--- config.mk ---
export PLATFORM = sky130hd
export DESIGN_NAME = psr_bank_flat
export DESIGN_NICKNAME = d
export VERILOG_FILES = /design/src/rtl/psr_pkg.sv /design/src/rtl/psr_bank_if.sv /design/src/rtl/psr_mode_decode.sv /design/src/rtl/psr_bank.sv /design/src/flat_wrapper.sv
export SDC_FILE = /design/constraint.sdc
export NUM_CORES = 1
export LEC_CHECK = 0
export BUFFER_PORTS_ARGS = -buffer_cell sky130_fd_sc_hd__buf_2
export CAP_MARGIN = 20
export CORE_MARGIN = 2
export CORE_UTILIZATION = 59
export DETAILED_ROUTE_END_ITERATION = 8
export HOLD_SLACK_MARGIN = 0.03
export PLACE_DENSITY = 0.85
export SYNTH_ARGS = -nofsm -noshare
export SYNTH_HDL_FRONTEND = slang
export SYNTH_SLANG_ARGS = --single-unit
export TNS_END_PERCENT = 5
--- constraint.sdc ---
create_clock -name clk -period 9.4 [get_ports clk]
set_input_delay 1.41 -clock clk [delete_from_list [all_inputs] [get_ports clk]]
set_output_delay 1.41 -clock clk [all_outputs]
set_load 0.1 [all_outputs]
--- src/rtl/psr_pkg.sv ---
// psr_pkg: shared PSR constants, mode encodings, field positions, bank index and mode-info types
package psr_pkg;
  localparam logic [4:0] MODE_USR = 5'b10000;
  localparam logic [4:0] MODE_FIQ = 5'b10001;
  localparam logic [4:0] MODE_IRQ = 5'b10010;
  localparam logic [4:0] MODE_SVC = 5'b10011;
  localparam logic [4:0] MODE_ABT = 5'b10111;
  localparam logic [4:0] MODE_UND = 5'b11011;
  localparam logic [4:0] MODE_SYS = 5'b11111;
  localparam int N_BIT = 31;
  localparam int Z_BIT = 30;
  localparam int C_BIT = 29;
  localparam int V_BIT = 28;
  localparam int I_BIT = 7;
  localparam int F_BIT = 6;
  localparam int T_BIT = 5;
  localparam int MSK_F = 3;
  localparam int MSK_S = 2;
  localparam int MSK_X = 1;
  localparam int MSK_C = 0;
  localparam int N_BANKS = 5;
  localparam logic [31:0] PSR_RESET = 32'h0000_00D3;
  typedef enum logic [2:0] {
    BANK_FIQ = 3'd0,
    BANK_IRQ = 3'd1,
    BANK_SVC = 3'd2,
    BANK_ABT = 3'd3,
    BANK_UND = 3'd4
  } bank_idx_t;
  typedef struct packed {
    logic legal;
    logic has_spsr;
    logic privileged;
    bank_idx_t bank;
  } mode_info_t;
  function automatic logic [31:0] psr_clean(input logic [31:0] v);
    return {v[N_BIT:V_BIT], 20'h0, v[I_BIT:0]};
  endfunction
endpackage

--- src/rtl/psr_bank_if.sv ---
// psr_bank_if: request/response bundle for psr_bank (en, ALU/MSR/MRS/exception/return requests in; CPSR, MRS data, ret_err out)
interface psr_bank_if;
  logic        en;
  logic        i_nzcv_flag;
  logic [3:0]  i_nzcv_alu;
  logic        i_msr_valid;
  logic        i_msr_spsr;
  logic [3:0]  i_msr_mask;
  logic [31:0] i_msr_data;
  logic        i_mrs_valid;
  logic        i_mrs_spsr;
  logic        i_exc_valid;
  logic [4:0]  i_exc_mode;
  logic        i_ret_valid;
  logic [31:0] o_cpsr;
  logic [3:0]  o_nzcv;
  logic [4:0]  o_mode;
  logic        o_privileged;
  logic [31:0] o_mrs_data;
  logic        o_mrs_valid;
  logic        o_ret_err;
  modport master (
    output en, i_nzcv_flag, i_nzcv_alu, i_msr_valid, i_msr_spsr, i_msr_mask, i_msr_data,
           i_mrs_valid, i_mrs_spsr, i_exc_valid, i_exc_mode, i_ret_valid,
    input  o_cpsr, o_nzcv, o_mode, o_privileged, o_mrs_data, o_mrs_valid, o_ret_err
  );
  modport slave (
    input  en, i_nzcv_flag, i_nzcv_alu, i_msr_valid, i_msr_spsr, i_msr_mask, i_msr_data,
           i_mrs_valid, i_mrs_spsr, i_exc_valid, i_exc_mode, i_ret_valid,
    output o_cpsr, o_nzcv, o_mode, o_privileged, o_mrs_data, o_mrs_valid, o_ret_err
  );
endinterface

--- src/rtl/psr_mode_decode.sv ---
// psr_mode_decode: combinational mode -> {legal, has_spsr, privileged, bank_idx}; in mode[4:0], out info
module psr_mode_decode
  import psr_pkg::*;
(
  input  logic [4:0] mode,
  output mode_info_t info
);
  always_comb begin
    info.legal = 1'b1;
    info.has_spsr = 1'b1;
    info.privileged = mode != MODE_USR;
    info.bank = BANK_FIQ;
    case (mode)
      MODE_USR, MODE_SYS: info.has_spsr = 1'b0;
      MODE_FIQ: info.bank = BANK_FIQ;
      MODE_IRQ: info.bank = BANK_IRQ;
      MODE_SVC: info.bank = BANK_SVC;
      MODE_ABT: info.bank = BANK_ABT;
      MODE_UND: info.bank = BANK_UND;
      default: begin
        info.legal = 1'b0;
        info.has_spsr = 1'b0;
      end
    endcase
  end
endmodule

--- src/rtl/psr_bank.sv ---
// psr_bank: ARMv4 CPSR + five banked SPSRs; ports clk, rst (async high) and psr_bank_if.slave bus
module psr_bank
  import psr_pkg::*;
#(
  parameter logic [31:0] RESET_CPSR = PSR_RESET
) (
  input logic clk,
  input logic rst,
  psr_bank_if.slave bus
);
  logic [31:0] cpsr, cpsr_n, spsr_d, mrs_d, mrs_data;
  logic [31:0] spsr [N_BANKS];
  logic spsr_we, ret_err_n, ret_err, mrs_go, mrs_valid;
  bank_idx_t spsr_idx;
  mode_info_t cur, exc, msr;
  logic unused_ok;
  psr_mode_decode u_cur (.mode(cpsr[4:0]), .info(cur));
  psr_mode_decode u_exc (.mode(bus.i_exc_mode), .info(exc));
  psr_mode_decode u_msr (.mode(bus.i_msr_data[4:0]), .info(msr));
  assign unused_ok = ^{cur.legal, exc.legal, exc.privileged, msr.has_spsr, msr.privileged, msr.bank,
                       bus.i_msr_mask[MSK_S:MSK_X], bus.i_msr_data[27:8]};
  assign mrs_go = bus.en & bus.i_mrs_valid;
  assign mrs_d = bus.i_mrs_spsr ? (cur.has_spsr ? spsr[cur.bank] : '0) : cpsr;
  always_comb begin
    cpsr_n = cpsr;
    spsr_we = 1'b0;
    spsr_idx = exc.bank;
    spsr_d = cpsr;
    ret_err_n = 1'b0;
    if (bus.en) begin
      if (bus.i_exc_valid) begin
        if (exc.has_spsr) begin
          spsr_we = 1'b1;
          cpsr_n[4:0] = bus.i_exc_mode;
          cpsr_n[I_BIT] = 1'b1;
          cpsr_n[T_BIT] = 1'b0;
          cpsr_n[F_BIT] = bus.i_exc_mode == MODE_FIQ ? 1'b1 : cpsr[F_BIT];
        end
      end else if (bus.i_ret_valid) begin
        cpsr_n = cur.has_spsr ? spsr[cur.bank] : cpsr;
        ret_err_n = ~cur.has_spsr;
      end else if (bus.i_msr_valid) begin
        if (bus.i_msr_spsr) begin
          spsr_we = cur.has_spsr;
          spsr_idx = cur.bank;
          spsr_d = spsr[cur.bank];
          spsr_d[N_BIT:V_BIT] = bus.i_msr_mask[MSK_F] ? bus.i_msr_data[N_BIT:V_BIT] : spsr_d[N_BIT:V_BIT];
          spsr_d[I_BIT:0] = bus.i_msr_mask[MSK_C] ? bus.i_msr_data[I_BIT:0] : spsr_d[I_BIT:0];
        end else begin
          cpsr_n[N_BIT:V_BIT] = bus.i_msr_mask[MSK_F] ? bus.i_msr_data[N_BIT:V_BIT] : cpsr[N_BIT:V_BIT];
          if (bus.i_msr_mask[MSK_C] && cur.privileged && msr.legal) begin
            cpsr_n[I_BIT:F_BIT] = bus.i_msr_data[I_BIT:F_BIT];
            cpsr_n[4:0] = bus.i_msr_data[4:0];
          end
        end
      end else if (bus.i_nzcv_flag) begin
        cpsr_n[N_BIT:V_BIT] = bus.i_nzcv_alu;
      end
    end
  end
  always_ff @(posedge clk or posedge rst) begin
    if (rst) begin
      cpsr <= psr_clean(RESET_CPSR);
      for (int i = 0; i < N_BANKS; i++) spsr[i] <= '0;
      mrs_data <= '0;
      mrs_valid <= 1'b0;
      ret_err <= 1'b0;
    end else begin
      cpsr <= cpsr_n;
      if (spsr_we) spsr[spsr_idx] <= spsr_d;
      if (mrs_go) mrs_data <= mrs_d;
      mrs_valid <= mrs_go;
      ret_err <= ret_err_n;
    end
  end
  assign bus.o_cpsr = cpsr;
  assign bus.o_nzcv = cpsr[N_BIT:V_BIT];
  assign bus.o_mode = cpsr[4:0];
  assign bus.o_privileged = cur.privileged;
  assign bus.o_mrs_data = mrs_data;
  assign bus.o_mrs_valid = mrs_valid;
  assign bus.o_ret_err = ret_err;
endmodule

--- src/flat_wrapper.sv ---
// flat-port wrapper written by rule: the top's interface ports become plain ports
module psr_bank_flat import psr_pkg::*;
#(
  parameter logic [31:0] RESET_CPSR = PSR_RESET
)
  (clk, rst, bus_en, bus_i_nzcv_flag, bus_i_nzcv_alu, bus_i_msr_valid, bus_i_msr_spsr, bus_i_msr_mask, bus_i_msr_data, bus_i_mrs_valid, bus_i_mrs_spsr, bus_i_exc_valid, bus_i_exc_mode, bus_i_ret_valid, bus_o_cpsr, bus_o_nzcv, bus_o_mode, bus_o_privileged, bus_o_mrs_data, bus_o_mrs_valid, bus_o_ret_err);
  psr_bank_if bus_i ();
  input logic clk;
  input logic rst;
  input wire logic [$bits(bus_i.en)-1:0] bus_en;
  input wire logic [$bits(bus_i.i_nzcv_flag)-1:0] bus_i_nzcv_flag;
  input wire logic [$bits(bus_i.i_nzcv_alu)-1:0] bus_i_nzcv_alu;
  input wire logic [$bits(bus_i.i_msr_valid)-1:0] bus_i_msr_valid;
  input wire logic [$bits(bus_i.i_msr_spsr)-1:0] bus_i_msr_spsr;
  input wire logic [$bits(bus_i.i_msr_mask)-1:0] bus_i_msr_mask;
  input wire logic [$bits(bus_i.i_msr_data)-1:0] bus_i_msr_data;
  input wire logic [$bits(bus_i.i_mrs_valid)-1:0] bus_i_mrs_valid;
  input wire logic [$bits(bus_i.i_mrs_spsr)-1:0] bus_i_mrs_spsr;
  input wire logic [$bits(bus_i.i_exc_valid)-1:0] bus_i_exc_valid;
  input wire logic [$bits(bus_i.i_exc_mode)-1:0] bus_i_exc_mode;
  input wire logic [$bits(bus_i.i_ret_valid)-1:0] bus_i_ret_valid;
  output wire logic [$bits(bus_i.o_cpsr)-1:0] bus_o_cpsr;
  output wire logic [$bits(bus_i.o_nzcv)-1:0] bus_o_nzcv;
  output wire logic [$bits(bus_i.o_mode)-1:0] bus_o_mode;
  output wire logic [$bits(bus_i.o_privileged)-1:0] bus_o_privileged;
  output wire logic [$bits(bus_i.o_mrs_data)-1:0] bus_o_mrs_data;
  output wire logic [$bits(bus_i.o_mrs_valid)-1:0] bus_o_mrs_valid;
  output wire logic [$bits(bus_i.o_ret_err)-1:0] bus_o_ret_err;
  assign bus_i.en = bus_en;
  assign bus_i.i_nzcv_flag = bus_i_nzcv_flag;
  assign bus_i.i_nzcv_alu = bus_i_nzcv_alu;
  assign bus_i.i_msr_valid = bus_i_msr_valid;
  assign bus_i.i_msr_spsr = bus_i_msr_spsr;
  assign bus_i.i_msr_mask = bus_i_msr_mask;
  assign bus_i.i_msr_data = bus_i_msr_data;
  assign bus_i.i_mrs_valid = bus_i_mrs_valid;
  assign bus_i.i_mrs_spsr = bus_i_mrs_spsr;
  assign bus_i.i_exc_valid = bus_i_exc_valid;
  assign bus_i.i_exc_mode = bus_i_exc_mode;
  assign bus_i.i_ret_valid = bus_i_ret_valid;
  assign bus_o_cpsr = bus_i.o_cpsr;
  assign bus_o_nzcv = bus_i.o_nzcv;
  assign bus_o_mode = bus_i.o_mode;
  assign bus_o_privileged = bus_i.o_privileged;
  assign bus_o_mrs_data = bus_i.o_mrs_data;
  assign bus_o_mrs_valid = bus_i.o_mrs_valid;
  assign bus_o_ret_err = bus_i.o_ret_err;
  psr_bank #(.RESET_CPSR(RESET_CPSR)) u_core (.clk(clk), .rst(rst), .bus(bus_i));
endmodule
==> results of run 1 <==
## cell usage after synthesis, types with 5 or more instances
cell	number	area, µm²
o21a_1	22	165
buf_2	47	235
mux2i_1	5	50.1
mux2_1	6	67.6
a31oi_1	6	37.5
nor2_1	202	758
buf_4	16	120
a211o_1	22	193
o22ai_1	5	31.3
or3_1	5	31.3
o311a_1	6	60.1
a221oi_1	15	131
nor3_1	14	70.1
nand2b_1	7	43.8
and3_1	44	275
mux2_2	16	180
or2_2	6	37.5
o21ai_1	9	45.0
o221ai_1	22	193
dfrtp_1	221	5530
nor3b_1	8	60.1
o31ai_1	10	75.1
nor2_2	5	31.3
o21ai_0	61	305
nand2_1	66	248
and2_1	5	31.3
dfstp_2	5	131
a21oi_1	207	1040
clkbuf_1	36	135
inv_1	17	63.8
## per-stage QoR
step | worst slack (ns) | instance area (µm²) | hold slack (ns) | utilization, %
after global placement | 5.40 | 11500 | 0.467 | 62.1
after CTS | 5.74 | 12400 | 0.489 | 66.6
after floorplan | 1.81 | 11100 | 0.476 | -
after global routing | 5.59 | 12400 | 0.503 | 66.9
final | 5.71 | 12400 | 0.487 | 66.9
after detailed placement | 5.32 | 11500 | 0.475 | 62.1
## worst max-delay path: stages (launching register included)
cell and delay (ns):
dfrtp_1 0.97, nor2_2 0.14, nand3_1 0.20, buf_2 0.45
## area by class of cell
cell class / instances / area (µm²)
clock buffers: 30 / 632
clock inverters: 12 / 196
fillers: 1394 / 6140
inverters: 17 / 71.3
multi-input cells: 844 / 4840
flip-flops and latches: 226 / 5660
well taps: 234 / 293
repair buffers: 129 / 746
## worst paths after layout
path | from | slack (ns) | endpoint | depth (start not counted)
max | u_core.bus.o_cpsr[3]$_DFFE_PP0P_ | 5.71 | bus_o_privileged | 3
min | u_core.bus.o_mrs_data[25]$_DFFE_PP0P_ | 0.49 | u_core.bus.o_mrs_data[25]$_DFFE_PP0P_ | 2
max reg2reg | u_core.bus.o_cpsr[3]$_DFFE_PP0P_ | 5.72 | u_core.spsr[108]$_DFFE_PP0P_ | 7
min reg2reg | u_core.bus.o_mrs_data[25]$_DFFE_PP0P_ | 0.49 | u_core.bus.o_mrs_data[25]$_DFFE_PP0P_ | 2
max in group asynchronous | rst | 6.67 | u_core.spsr[152]$_DFFE_PP0P_ | 4
min in group asynchronous | rst | 0.92 | u_core.spsr[137]$_DFFE_PP0P_ | 2
## kinds of logic after synthesis
family	after synthesis	share of synthesized area, %
xor+xnor	2	0.158
mux	28	2.82
compound gates	423	24.0
buf+inv	121	5.31
flops	226	51.2
simple gates	391	16.6
## routing by layer
layer / global-route usage, % / routed length (µm) / up-vias / share of wire (%)
li1: - / - / 4356 / -
met1: 39.7 / 12000 / 4743 / 39
met2: 48.8 / 14700 / 554 / 48
met3: 6.86 / 2850 / 103 / 9.4
met4: 12.9 / 938 / 0 / 3.1
met5: 0 / 0 / - / 0
## power groups by stage
stage / Sequential (mW) / Clock, mW / Combinational [mW]
after floorplan: 2.29 / 0 / 1.24
after global placement: 1.51 / 0 / 2.43
after detailed placement: 1.53 / 0 / 2.48
after CTS: 1.52 / 1.01 / 2.51
after global routing: 1.56 / 1.05 / 2.68
final: 1.53 / 1.00 / 2.54
## flip-flops by register name, indices dropped and copies added (netlist names)
name	cells
u_core.bus.o_mrs_valid	1
u_core.spsr	160
u_core.bus.o_mrs_data	32
u_core.bus.o_ret_err	1
u_core.bus.o_cpsr	32
==> flow_summary_export.csv, run 1 <==
group,metric,value,unit
timing,finalMaxSlewViolations,0,
critical_path,worst-path-max-fanout,26,
timing,hold_viol,0,
drt,final_antenna_net_count,0,
power_and_ir_drop,power_density,408,nW/µm²
grt,grt_max_degree,150,
placement,gp_congestion,0.920,
clock_network,cts-root-buf,"clkbuf_16",
synthesis,synthCells,1191,
synthesis,seq_area_frac_synth,51.2,%
synthesis,ys.flop_type,"dfrtp_1",
grt,grt_pass1_wl,48300,µm
clock_network,clkTransAtPathRegs,0.06,ns
synthesis,synth_edf_count,0,
power_and_ir_drop,power_frac_seq,30.2,%
grt,grt_pass1_vias,9377,
clock_network,hold_buffers,0,
final_layout,final_nets,1296,
synthesis,yosys_warnings,0,
power_and_ir_drop,p_clk_share,19.8,%
power_and_ir_drop,peakVddDrop,0.000215,V
floorplan,initial_core_util,59.6,%
final_layout,mostFrequentLayoutCells,"dfrtp_1 (221), a21oi_1 (207), nor2_1 (202)",
clock_network,cts-resized-gates,0,
final_layout,layout_commonest_cell,"dfrtp_1",
critical_path,worstSetupEndpointType,"primary output",
drt,wl_per_cell,20.4,µm
drt,drc,0,
placement,dp_cells,1447,
clock_network,cts.sinks,226,
timing,slew_headroom,31.8,%
synthesis,ys_seq_elements,226,
hold_path,min_path_type,"register to register",
final_layout,n_antenna_cell,0,
power_and_ir_drop,p_leak,5.77,nW
drt,dr.pass1.iters,7,
grt,antenna_found_initial,0,
placement,dpl.hpwl,17300,µm
timing,rsz0062_at_grt,"false",
critical_path,worstPathArrival,2.28,ns
grt,grt_overflow,0,
clock_network,cts_setup_buffers,0,
floorplan,core,18600,µm²
status,status,"finished clean",
flow_run,drv_cap,0,
timing,fmax,271,MHz
timing,setup_violations,0,
power_and_ir_drop,power.switching,2.58,mW
synthesis,syn_nets,1246,
final_layout,layout.cells.non_filler,1492,
timing,finalCritPeriodShare,39.2,%
grt,grt_usage,30.2,%
drt,drt_iter0_drc,1157,
floorplan,die_x,141,µm
final_layout,drive_gt1_share,17.7,%
critical_path,critPathKind,"register to primary output",
synthesis,avgSynthCellArea,9.29,µm²
synthesis,synth.distinct_cells,78,
floorplan,ioPinCount,131,
floorplan,die_h,141,µm
power_and_ir_drop,p_int,2.49,mW
power_and_ir_drop,pwr-share-comb,50.0,%
clock_network,htreeDepth,1,
drt,via_per_inst,6.54,
power_and_ir_drop,switching_share,50.8,%
clock_network,numCtsBuffers,23,
synthesis,synthArstFlopShare,100,%
critical_path,cp-start-kind,"register",
drt,num_vias,9756,
power_and_ir_drop,total_power,5.08,mW
timing,tns,0,ns
clock_network,cts_tree,"built",
timing,worst_pin_slew,1.02,ns
synthesis,synthesis.area,11100,µm²
drt,wl,30400,µm
final_layout,areaGrowthSynthToFinish,12.4,%
floorplan,num_rows,50,
placement,port_buffers,108,
clock_network,cts_buffer_depth,3,
critical_path,critPathRequiredTime,7.99,ns
timing,fin_crit,3.69,ns
timing,finalClockSkew,0.00833,ns
clock_network,clk_latency,0.52,ns
floorplan,die_area,19900,µm²
No activity file was read; power rests on OpenSTA's default activity.
==> inputs of run 2 (changes only) <==
clock period = 3.7 ns   (was 9.4 ns; I/O delays follow)
==> run 2 against run 1 <==
Against the previous run:
- core utilization grew 0.14 points
- die area is the same
- first-iteration DRC count shrank 1.5%
- global-route usage is essentially flat
- sequential power grew to 2.5 times the previous value
- non-clock buffer count grew 15
- cell count grew 1.0%
- critical path type is now register to register
==> flow_summary_export.csv, run 2 (synthesized netlist as in run 1, its figures left out) <==
group,metric,value,unit
grt,antenna_found_initial,1,
timing,worst_pin_slew,0.969,ns
clock_network,clkTransAtPathRegs,0.07,ns
power_and_ir_drop,power_density,1020,nW/µm²
timing,slew_headroom,35.2,%
floorplan,core,18600,µm²
timing,fmax,308,MHz
hold_path,min_path_type,"primary input to asynchronous set/reset pin",
drt,wl_per_cell,20.0,µm
timing,rsz0062_at_grt,"false",
critical_path,worst-path-max-fanout,60,
critical_path,critPathKind,"register to register",
clock_network,numCtsBuffers,24,
clock_network,cts_buffer_depth,3,
final_layout,mostFrequentLayoutCells,"dfrtp_1 (221), a21oi_1 (207), nor2_1 (202)",
clock_network,cts_setup_buffers,0,
drt,dr.pass1.iters,6,
final_layout,n_fill_cell,1407,
placement,gp_congestion,0.924,
floorplan,initial_core_util,59.6,%
final_layout,largest-register,"u_core.spsr",
floorplan,die_h,141,µm
power_and_ir_drop,peakVddDrop,0.000515,V
power_and_ir_drop,total_power,12.7,mW
timing,fin_crit,3.25,ns
placement,dpl.hpwl,18400,µm
flow_run,drv_cap,0,
final_layout,areaGrowthSynthToFinish,12.6,%
timing,finalClockSkew,0.0110,ns
floorplan,die_x,141,µm
placement,port_buffers,108,
clock_network,cts.sinks,226,
critical_path,critPathRequiredTime,4.14,ns
grt,grt_overflow,0,
timing,tns,0,ns
drt,drc,0,
floorplan,num_rows,50,
final_layout,layout_commonest_cell,"dfrtp_1",
drt,final_antenna_net_count,0,
critical_path,worstSetupEndpointType,"register",
grt,grt_pass1_wl,48100,µm
drt,wl,30200,µm
timing,hold_viol,0,
clock_network,clk_latency,0.53,ns
clock_network,cts_tree,"built",
power_and_ir_drop,p_leak,5.79,nW
final_layout,final_nets,1312,
drt,num_vias,9665,
final_layout,n_antenna_cell,0,
critical_path,worstPathArrival,3.69,ns
drt,drt_iter0_drc,1140,
status,status,"finished clean",
floorplan,ioPinCount,131,
grt,grt_usage,30.3,%
critical_path,reg2reg_depth,9,
critical_path,cp-start-kind,"register",
grt,grt_max_degree,157,
timing,finalCritPeriodShare,87.7,%
timing,setup_violations,0,
clock_network,htreeDepth,1,
clock_network,cts-resized-gates,0,
floorplan,die_area,19900,µm²
clock_network,cts-root-buf,"clkbuf_16",
timing,finalMaxSlewViolations,0,
final_layout,largest_reg_flops,160,
drt,via_per_inst,6.41,
clock_network,hold_buffers,0,
placement,place_ws,0.626,ns
final_layout,final_util,67.1,%
grt,grt_pass1_vias,9336,
timing,worst_slack,0.454,ns
final_layout,drive_gt1_share,18.6,%
run 2: cell types whose count changed in the layout (fill, tap and decap cells not counted), moves of 2 or more:
cell       previous run  this run
buf_4                18        32
buf_16                2         0
clkinv_2              4         6
clkbuf_8              3         6
bufinv_16             5         0
clkinv_4              2         0
buf_12                0         3
run 2: area by class of cell:
type,instances,area [µm²],share of cell area [%]
Tap cell,234,293,2.35
Timing Repair Buffer,144,856,6.87
Inverter,17,67.6,0.542
Multi-Input combinational cell,844,4840,38.8
Clock inverter,7,46.3,0.371
Sequential cell,226,5660,45.4
Clock buffer,35,702,5.63
run 2: through the flow:
step	instance area, µm²	instances	hold slack, ns
after CTS	12400	1506	0.336
after global routing	12500	1507	0.359
after floorplan	11100	1191	0.476
after global placement	11700	1464	0.467
after detailed placement	11700	1464	0.475
final	12500	1507	0.280
run 2: worst paths after layout:
kind / slack (ns) / to / start
worst max register to register: 0.45 / u_core.spsr[52]$_DFFE_PP0P_ / u_core.bus.o_cpsr[2]$_DFFE_PP0P_
worst min register to register: 0.48 / u_core.bus.o_mrs_data[24]$_DFFE_PP0P_ / u_core.bus.o_mrs_data[24]$_DFFE_PP0P_
min in group clk: 0.35 / u_core.bus.o_ret_err$_DFF_PP0_ / bus_i_ret_valid
worst max-delay path: 0.45 / u_core.spsr[52]$_DFFE_PP0P_ / u_core.bus.o_cpsr[2]$_DFFE_PP0P_
max in group asynchronous: 2.74 / u_core.spsr[33]$_DFFE_PP0P_ / rst
worst min-delay path: 0.28 / u_core.bus.o_cpsr[10]$_DFFE_PP0P_ / rst
run 2: report_power, final:
part / switching, mW / internal, mW
sequential: 0.586 / 3.26
clock: 0.982 / 1.31
combinational: 4.97 / 1.59
total: 6.53 / 6.16
run 2: per-layer routing:
layer / wire, µm / track usage, % / vias to the layer above
li1: - / - / 4381
met1: 12000 / 40.4 / 4627
met2: 14200 / 49.1 / 562
met3: 2990 / 5.84 / 93
met4: 1010 / 12.3 / 2
met5: 7 / 0 / -
run 2: worst max-delay path, stage by stage, from the launching register on:
cell and delay, ns:
dfrtp_1 0.48, buf_4 0.23, and2b_1 0.23, nor3_4 0.81
a32oi_2 0.19, buf_4 0.24, nor2_4 0.10, buf_4 0.50
nor2_1 0.15, a21oi_1 0.19
